`config.mk`:
```
export PLATFORM = sky130hd
export DESIGN_NAME = glyph_matcher
export DESIGN_NICKNAME = d
export VERILOG_FILES = /design/src/rtl/glyph_pkg.sv /design/src/rtl/glyph_row_match16.sv /design/src/rtl/glyph_matcher.sv
export SDC_FILE = /design/constraint.sdc
export NUM_CORES = 1
export LEC_CHECK = 0
export ABC_AREA = 1
export CAP_MARGIN = 0
export CORE_MARGIN = 2
export CORE_UTILIZATION = 30
export DETAILED_ROUTE_END_ITERATION = 12
export PLACE_DENSITY = 0.63
export SLEW_MARGIN = 20
export SYNTH_ARGS = -nofsm -noshare
export SYNTH_HDL_FRONTEND = slang
export SYNTH_HIERARCHICAL = 1
export SYNTH_SLANG_ARGS = --single-unit
```
`constraint.sdc`:
```
create_clock -name clk -period 3.68 [get_ports clk]
set_input_delay 0.92 -clock clk [delete_from_list [all_inputs] [get_ports clk]]
set_output_delay 0.92 -clock clk [all_outputs]
set_load 0.03 [all_outputs]
```
`src/rtl/glyph_pkg.sv`:
```
// Shared constants and types for the glyph recognition datapath.
// Row geometry, score width and the matcher FSM state encoding.
package glyph_pkg;
    localparam int GLYPH_W = 16;
    localparam int GLYPH_H = 16;
    localparam int ROW_W   = $clog2(GLYPH_H);
    localparam int POP_W   = $clog2(GLYPH_W) + 1;
    localparam int SCORE_W = 9;

    typedef enum logic [1:0] {
        IDLE = 2'd0,
        SCAN = 2'd1,
        DONE = 2'd2
    } state_t;
endpackage

```
`src/rtl/glyph_row_match16.sv`:
```
// Purpose: count pixels that agree between two 16-pixel rows (XNOR + popcount).
// Latency: purely combinational, zero cycles.
// Backpressure: none; output follows inputs every cycle.
module row_match16
    import glyph_pkg::*;
(
    input  logic [0:GLYPH_W-1] i_a,
    input  logic [0:GLYPH_W-1] i_b,
    output logic [POP_W-1:0]   o_pop
);
    logic [0:GLYPH_W-1] w_match;

    assign w_match = ~(i_a ^ i_b);

    always_comb begin
        o_pop = '0;
        for (int i = 0; i < GLYPH_W; i++) begin
            o_pop = o_pop + POP_W'(w_match[i]);
        end
    end
endmodule

```
`src/rtl/glyph_matcher.sv`:
```
// Purpose: sweep captured bitmap against every digit template, report best match.
// Latency: done pulses 16*NUM_TMPL+1 cycles after the accepted start.
// Backpressure: none; start is ignored unless IDLE, results hold until next done.
module glyph_matcher
    import glyph_pkg::*;
#(
    parameter int NUM_TMPL  = 10,
    parameter int MIN_SCORE = 200
) (
    input  logic               clk,
    input  logic               rst_n,
    input  logic               start,
    output logic [ROW_W-1:0]   cap_addr,
    input  logic [0:GLYPH_W-1] cap_row,
    output logic [3:0]         tmpl_sel,
    output logic [ROW_W-1:0]   tmpl_addr,
    input  logic [0:GLYPH_W-1] tmpl_row,
    output logic               busy,
    output logic               done,
    output logic [3:0]         digit,
    output logic [SCORE_W-1:0] score,
    output logic               valid
);
    localparam logic [SCORE_W-1:0] MIN_S     = SCORE_W'(MIN_SCORE);
    localparam logic [3:0]         LAST_TMPL = 4'(NUM_TMPL - 1);

    state_t               r_state;
    state_t               w_state_nxt;
    logic [ROW_W-1:0]     r_row;
    logic [3:0]           r_tmpl;
    logic [SCORE_W-1:0]   r_acc;
    logic [SCORE_W-1:0]   r_best_score;
    logic [3:0]           r_best_idx;
    logic [3:0]           r_digit;
    logic [SCORE_W-1:0]   r_score;
    logic                 r_valid;

    logic [POP_W-1:0]     w_pop;
    logic [SCORE_W-1:0]   w_total;
    logic                 w_last_row;
    logic                 w_last_tmpl;
    logic                 w_better;
    logic [SCORE_W-1:0]   w_best_score_nxt;
    logic [3:0]           w_best_idx_nxt;

    row_match16 u_row_match (
        .i_a   (cap_row),
        .i_b   (tmpl_row),
        .o_pop (w_pop)
    );

    assign w_total          = r_acc + SCORE_W'(w_pop);
    assign w_last_row       = (r_row == ROW_W'(GLYPH_H - 1));
    assign w_last_tmpl      = (r_tmpl == LAST_TMPL);
    // Strict compare: on a tie the earlier (lower) template index is kept.
    assign w_better         = (w_total > r_best_score);
    assign w_best_score_nxt = w_better ? w_total : r_best_score;
    assign w_best_idx_nxt   = w_better ? r_tmpl  : r_best_idx;

    always_ff @(posedge clk or negedge rst_n) begin
        if (!rst_n) begin
            r_state <= IDLE;
        end else begin
            r_state <= w_state_nxt;
        end
    end

    always_comb begin
        w_state_nxt = r_state;
        case (r_state)
            IDLE:    if (start) w_state_nxt = SCAN;
            SCAN:    if (w_last_row && w_last_tmpl) w_state_nxt = DONE;
            DONE:    w_state_nxt = IDLE;
            default: w_state_nxt = IDLE;
        endcase
    end

    always_comb begin
        busy = (r_state != IDLE);
        done = (r_state == DONE);
    end

    // Counters are cleared on the final row, so addresses sit at 0 outside SCAN.
    // Results are loaded on the way into DONE so they are already valid with done.
    always_ff @(posedge clk or negedge rst_n) begin
        if (!rst_n) begin
            r_row        <= '0;
            r_tmpl       <= '0;
            r_acc        <= '0;
            r_best_score <= '0;
            r_best_idx   <= '0;
            r_digit      <= '0;
            r_score      <= '0;
            r_valid      <= 1'b0;
        end else begin
            case (r_state)
                IDLE: begin
                    if (start) begin
                        r_row        <= '0;
                        r_tmpl       <= '0;
                        r_acc        <= '0;
                        r_best_score <= '0;
                        r_best_idx   <= '0;
                    end
                end
                SCAN: begin
                    if (!w_last_row) begin
                        r_acc <= w_total;
                        r_row <= r_row + 1'b1;
                    end else begin
                        r_acc        <= '0;
                        r_row        <= '0;
                        r_best_score <= w_best_score_nxt;
                        r_best_idx   <= w_best_idx_nxt;
                        if (w_last_tmpl) begin
                            r_tmpl  <= '0;
                            r_digit <= w_best_idx_nxt;
                            r_score <= w_best_score_nxt;
                            r_valid <= (w_best_score_nxt >= MIN_S);
                        end else begin
                            r_tmpl <= r_tmpl + 1'b1;
                        end
                    end
                end
                default: ;
            endcase
        end
    end

    assign cap_addr  = r_row;
    assign tmpl_addr = r_row;
    assign tmpl_sel  = r_tmpl;
    assign digit     = r_digit;
    assign score     = r_score;
    assign valid     = r_valid;
endmodule
```
# Word level (Yosys, flattened, before mapping)
# Index checks and enable logic that the tools add are counted.
# totals
reg_bits	46
inputBits	35
# op_classes
n_addsub	18
magnitude_cmp	2
n_eq_ne	7
mux	18
bitwise	2
reduce_logical	8
# op_table
op	n
adder 5 x 1 -> 5 bit	14
2-to-1 mux 9 bit	4
one-hot mux 9 bit (2 select lines)	2
2-to-1 mux 4 bit	6
one-hot mux 4 bit (2 select lines)	3
NOT 16 bit	1
XOR 16 bit	1
adder 9 x 5 -> 9 bit	1
greater-or-equal comparator 9 x 8 -> 1 bit (second input constant)	1
greater-than comparator 9 bit	1
adder 4 x 1 -> 4 bit (second input constant)	2
== test 4 bit (second input constant)	2
inequality test 2 bit (second input constant)	3
AND reduction 3 bit	2
2-to-1 mux 2 bit	2
one-hot mux 2 bit (2 select lines)	1
AND reduction 2 bit	2
nonzero test 2 bit	2
adder 1 x 1 -> 2 bit	1
== test 2 x 1 -> 1 bit (second input constant)	1
== test 2 bit (second input constant)	1
logical NOT 2 bit	1
logical AND 1 bit	1

# Depth between registers and ports, before layout
# logic_depth
word_depth	22
ltp_mapped	33
mapped_depth_nobuf	33

# By module
# Netlist, hierarchy kept.
# modules_own_cells
module	n_inst	cells_per_inst	area_each_um2	seq_area_each_um2
glyph_matcher	1	313	2656.3	1151.1
row_match16	1	54	501.7	0.0

# Worst setup path after synthesis
# OpenSTA, ideal clock, no wires.
# synth_path
kind	input -> register
from	input cap_row[15] (netlist bit)
to	register r_best_score[1]
setup_ns	0.141
arrival_ns	6.112
path_slack_ns	-2.573
stages	28
n_path_buf	1
path_cell_list	xnor2_1 fa_1 inv_1 fa_1 inv_1 fa_1 fa_1 ha_1 inv_1 fa_1 xnor2_1 ha_1 nand2_1 nor2_1 nand2_1 nand3_1 nand4_1 and2_1 ha_1 nand2_2 inv_1 a21oi_2 nand3_4 nand2_4 buf_6 nand2_2 o21ai_2 o22ai_1
# synth_via
elab_chain_len	8
# synth_lines
element	line	source
start, declared	glyph_matcher.sv:14	input logic [0:GLYPH_W-1] cap_row,
XOR 16 bit	glyph_row_match16.sv:13	assign w_match = ~(i_a ^ i_b);
NOT 16 bit	glyph_row_match16.sv:13	
adder 5 x 1 -> 5 bit	glyph_row_match16.sv:18	o_pop = o_pop + POP_W'(w_match[i]);
named net w_pop[2]	glyph_matcher.sv:38	logic [POP_W-1:0] w_pop;
adder 9 x 5 -> 9 bit	glyph_matcher.sv:52	assign w_total = r_acc + SCORE_W'(w_pop);
greater-than comparator 9 bit	glyph_matcher.sv:56	assign w_better = (w_total > r_best_score);
2-to-1 mux 9 bit	glyph_matcher.sv:57	assign w_best_score_nxt = w_better ? w_total : r_best_score;
2-to-1 mux 9 bit	glyph_matcher.sv:107	if (!w_last_row) begin
one-hot mux 9 bit (2 select lines)	glyph_matcher.sv:96	case (r_state)
end signal, assigned	glyph_matcher.sv:113	r_best_score <= w_best_score_nxt;
end, declared	glyph_matcher.sv:32	logic [SCORE_W-1:0] r_best_score;
# The timed path passes the listed nets, and every way through them passes these cells. The select of a mux whose other input is x is not followed.
# A chain may end at the register's enable or synchronous reset.

# Worst setup path after layout
# layout_path
from	input tmpl_row[10] (netlist bit)
to	register r_best_score[0]
# layout_via
elab_chain_len	13
# layout_lines
element	line	source
start, declared	glyph_matcher.sv:17	input logic [0:GLYPH_W-1] tmpl_row,
XOR 16 bit	glyph_row_match16.sv:13	
NOT 16 bit	glyph_row_match16.sv:13	
adder 5 x 1 -> 5 bit (6 in a row)	glyph_row_match16.sv:18	
named net w_pop[2]	glyph_matcher.sv:38	
adder 9 x 5 -> 9 bit	glyph_matcher.sv:52	
greater-than comparator 9 bit	glyph_matcher.sv:56	
2-to-1 mux 9 bit	glyph_matcher.sv:57	
2-to-1 mux 9 bit	glyph_matcher.sv:107	
one-hot mux 9 bit (2 select lines)	glyph_matcher.sv:96	
# The timed path passes the listed nets, and every way through them passes these cells. The select of a mux whose other input is x is not followed.

==> results.yml <==
worst_setup_path:
  rrSetupSlack_ns: 0.75
  crit_path_end_kind: "register"
  cp.arrival_ns: 6.31
  cp_max_fo: 7
  critPathRequiredTime_ns: 3.86
  path_class: "primary input to register"
  r2r-start: "r_acc[3]$_DFFE_PN0P_"
  r2r_cells: 16
  critPathLaunchType: "primary input"
  rr_endpoint: "r_best_score[0]$_DFFE_PN0P_"
die:
  num_rows: 37
  die_width_um: 106.6
  dieArea_um2: 11360
  core-area_um2: 10280
  io_pins: 63
  start_util: 0.3073
  fp.dieH_um: 106.6
logic_synthesis:
  synth_nets: 435
  avgSynthCellArea_um2: 8.605
  yosys-top-cells-area: "dfrtp_1, nand2_1, ha_1"
  yosysTopAreaCellShare: 0.3645
  yosysTopAreaCell: "dfrtp_1"
  yosysWarnings: 6
  synth-seq-cells: 46
  synth-main-ff-cell: "dfrtp_1"
  synth_most_common_cell: "nand2_1"
  yosysSeqAreaShare: 0.3645
  synth_cell_types: 33
  synthTopCellsByCount: "nand2_1, inv_1, dfrtp_1"
  synth_edf_count: 0
  synthArstFlopShare: 1.000
  synth_cells: 367
  syn-cell-area_um2: 3158
sta:
  timing.final.crit_share: 1.664
  clock_skew_ns: 0.01118
  finalMaxSlewViolations: 0
  finalSetupTns_ns: -73.94
  period_minus_slack_ns: 6.124
  max_freq_mhz: 163.3
  fin_ws_ns: -2.444
  worst_pin_slew_ns: 0.5843
  hold_violations: 0
  finalSetupViolCount: 36
  rsz0062_at_grt: "true"
  slew_headroom: 0.6104
clocking:
  clkTransAtPathRegs_ns: 0.09
  hold_buffers: 0
  h-tree-depth: 2
  root_buffer: "clkbuf_8"
  insertion_delay_ns: 0.31
  cts.sinks: 46
  cts_tree: "done"
  cts.path.max_buffers: 2
  cts_buffers: 5
global_routing:
  grtUsageTotal: 0.1362
  grt_overflow_total: 0
  grt_pass1_wl_mm: 12.66
  grt_max_degree: 47
  antenna_found_initial: 0
  grt_pass1_vias: 2761
detailed_routing:
  viasPerCell: 4.570
  routed_wl_mm: 7.741
  drtIter0Drc: 92
  drt_pass1_iterations: 4
  drcViolationCount: 0
  vias: 2751
  wire_per_inst_um: 12.86
  antenna_left: 0
placed_design:
  place_hpwl_mm: 5.616
  io_buffers: 62
  dp.cells: 579
  place.gp.congestion: 0.7567
status:
  violations: "setup timing"
  status: "finished with violations"
final_layout:
  final_cells: 602
  syn_to_final_growth_pct: 49.72
  nNetsFinal: 533
  layout-drive-gt1-share: 0.3627
  n_antenna_cell: 0
min_path:
  holdCritStartpoint: "score[0]$_DFFE_PN0P_"
  holdPathEnd: "score[0]$_DFFE_PN0P_"
  min_path_type: "register to register"
  holdPathStages: 2
run:
  maxCapViolCount: 0
## cell type report
| class | instances | area [µm²] |
|---|---|---|
| fill | 968 | 5549 |
| timing repair buffer | 99 | 873.3 |
| clock inverter | 2 | 12.51 |
| multi-input combinational | 250 | 2202 |
| clock buffer | 6 | 82.58 |
| inverter | 63 | 236.5 |
| tap | 136 | 170.2 |
| sequential | 46 | 1151 |
## through the flow
stage	util	setup WS, ns	area (µm²)	hold slack, ns
global route	0.4601	-2.682	4728	0.5329
floorplan	-	-2.335	3232	0.4594
CTS	0.4368	-2.472	4489	0.5065
detailed placement	0.4009	-3.152	4120	0.4783
global placement	0.4009	-3.102	4120	0.4714
finish	0.4601	-2.444	4728	0.5022
## kinds of logic (layout without fill, tap and decap cells)
logic type | count (synthesis) | in the layout | share of synthesized area
AO/OA/AOI/OAI | 57 | 57 | 0.1165
XOR/XNOR | 22 | 22 | 0.06102
adder cells (fa/ha/maj) | 33 | 33 | 0.1569
buffers and inverters | 72 | 170 | 0.09588
flip-flops | 46 | 46 | 0.3645
AND/OR/NAND/NOR | 137 | 138 | 0.2052
## state kept, by name (all words and copies together) (netlist names)
name and cells:
r_acc 9, r_best_score 9, score 9, cap_addr 4
digit 4, r_best_idx 4, tmpl_sel 4, r_state 2
valid 1
## layer usage
| metal | track usage | vias up | part of all wire |
|---|---|---|---|
| met3 | 0.01945 | 11 | 0.030 |
| met1 | 0.1763 | 1328 | 0.45 |
| li1 | - | 1364 | - |
| met2 | 0.2375 | 48 | 0.51 |
| met4 | 0.03803 | 0 | 0.016 |
| met5 | 0 | - | 0 |
## placed cells by master (no fill, tap or decap), types with 4 or more instances in the layout
cell              n
o22ai_1          13
o22ai_2           4
ha_1             15
clkbuf_2         10
xnor2_2           7
nand4_1           5
o21ai_4           5
o21ai_1          11
buf_6            16
a21oi_1           4
ha_4              7
nand3_2           6
nand3_4           5
clkdlybuf4s50_1  43
fa_1              9
nor2_1           10
buf_2             5
nor2_4            5
nand3_1          11
inv_1            53
o21ai_2           8
nor2_2            4
xor2_2            5
nand2_2          23
dfrtp_1          46
clkbuf_8          6
nand2_1          59
nand2_4           7
xnor2_1           6
buf_4            25
inv_2            10
## worst max path at each step
stage / slack [ns] / end / from / cells after the start
final: -2.44 / r_best_score[0]$_DFFE_PN0P_ / tmpl_row[10] / 27
after global routing: -2.68 / r_best_score[0]$_DFFE_PN0P_ / tmpl_row[10] / 27
after CTS: -2.47 / r_best_score[0]$_DFFE_PN0P_ / cap_row[12] / 30
after detailed placement: -3.15 / r_best_score[0]$_DFFE_PN0P_ / cap_row[10] / 27
after global placement: -3.10 / r_best_score[0]$_DFFE_PN0P_ / tmpl_row[6] / 28
after floorplan: -2.34 / r_best_score[0]$_DFFE_PN0P_ / tmpl_row[6] / 27
## worst max-delay path, cell delays in order
cell and delay (ns):
buf_6 0.10, xor2_2 0.17, fa_1 0.51, fa_1 0.54
inv_1 0.05, fa_1 0.45, fa_1 0.53, ha_4 0.14
inv_2 0.04, fa_2 0.39, xnor2_2 0.17, ha_4 0.29
nand2_2 0.06, nor2_2 0.13, nand2_2 0.10, nand3_4 0.09
nand4_1 0.14, and2_4 0.22, ha_4 0.27, nand2_4 0.06
nor2_4 0.17, nand3b_4 0.11, nand3_4 0.17, nand2_8 0.09
buf_6 0.14, o21ai_4 0.16, o22ai_2 0.08
## repair_timing
| item | CTS | global route |
|---|---|---|
| setup buffers | 9 | 5 |
| gates resized for setup | 92 | 65 |
| cloned | 1 | 0 |
| pin swaps | 44 | 42 |
| setup endpoints to repair | 36 | 36 |
Power is not shown: default switching activity piles up to over one toggle a cycle in this logic, so the estimate is an artifact.
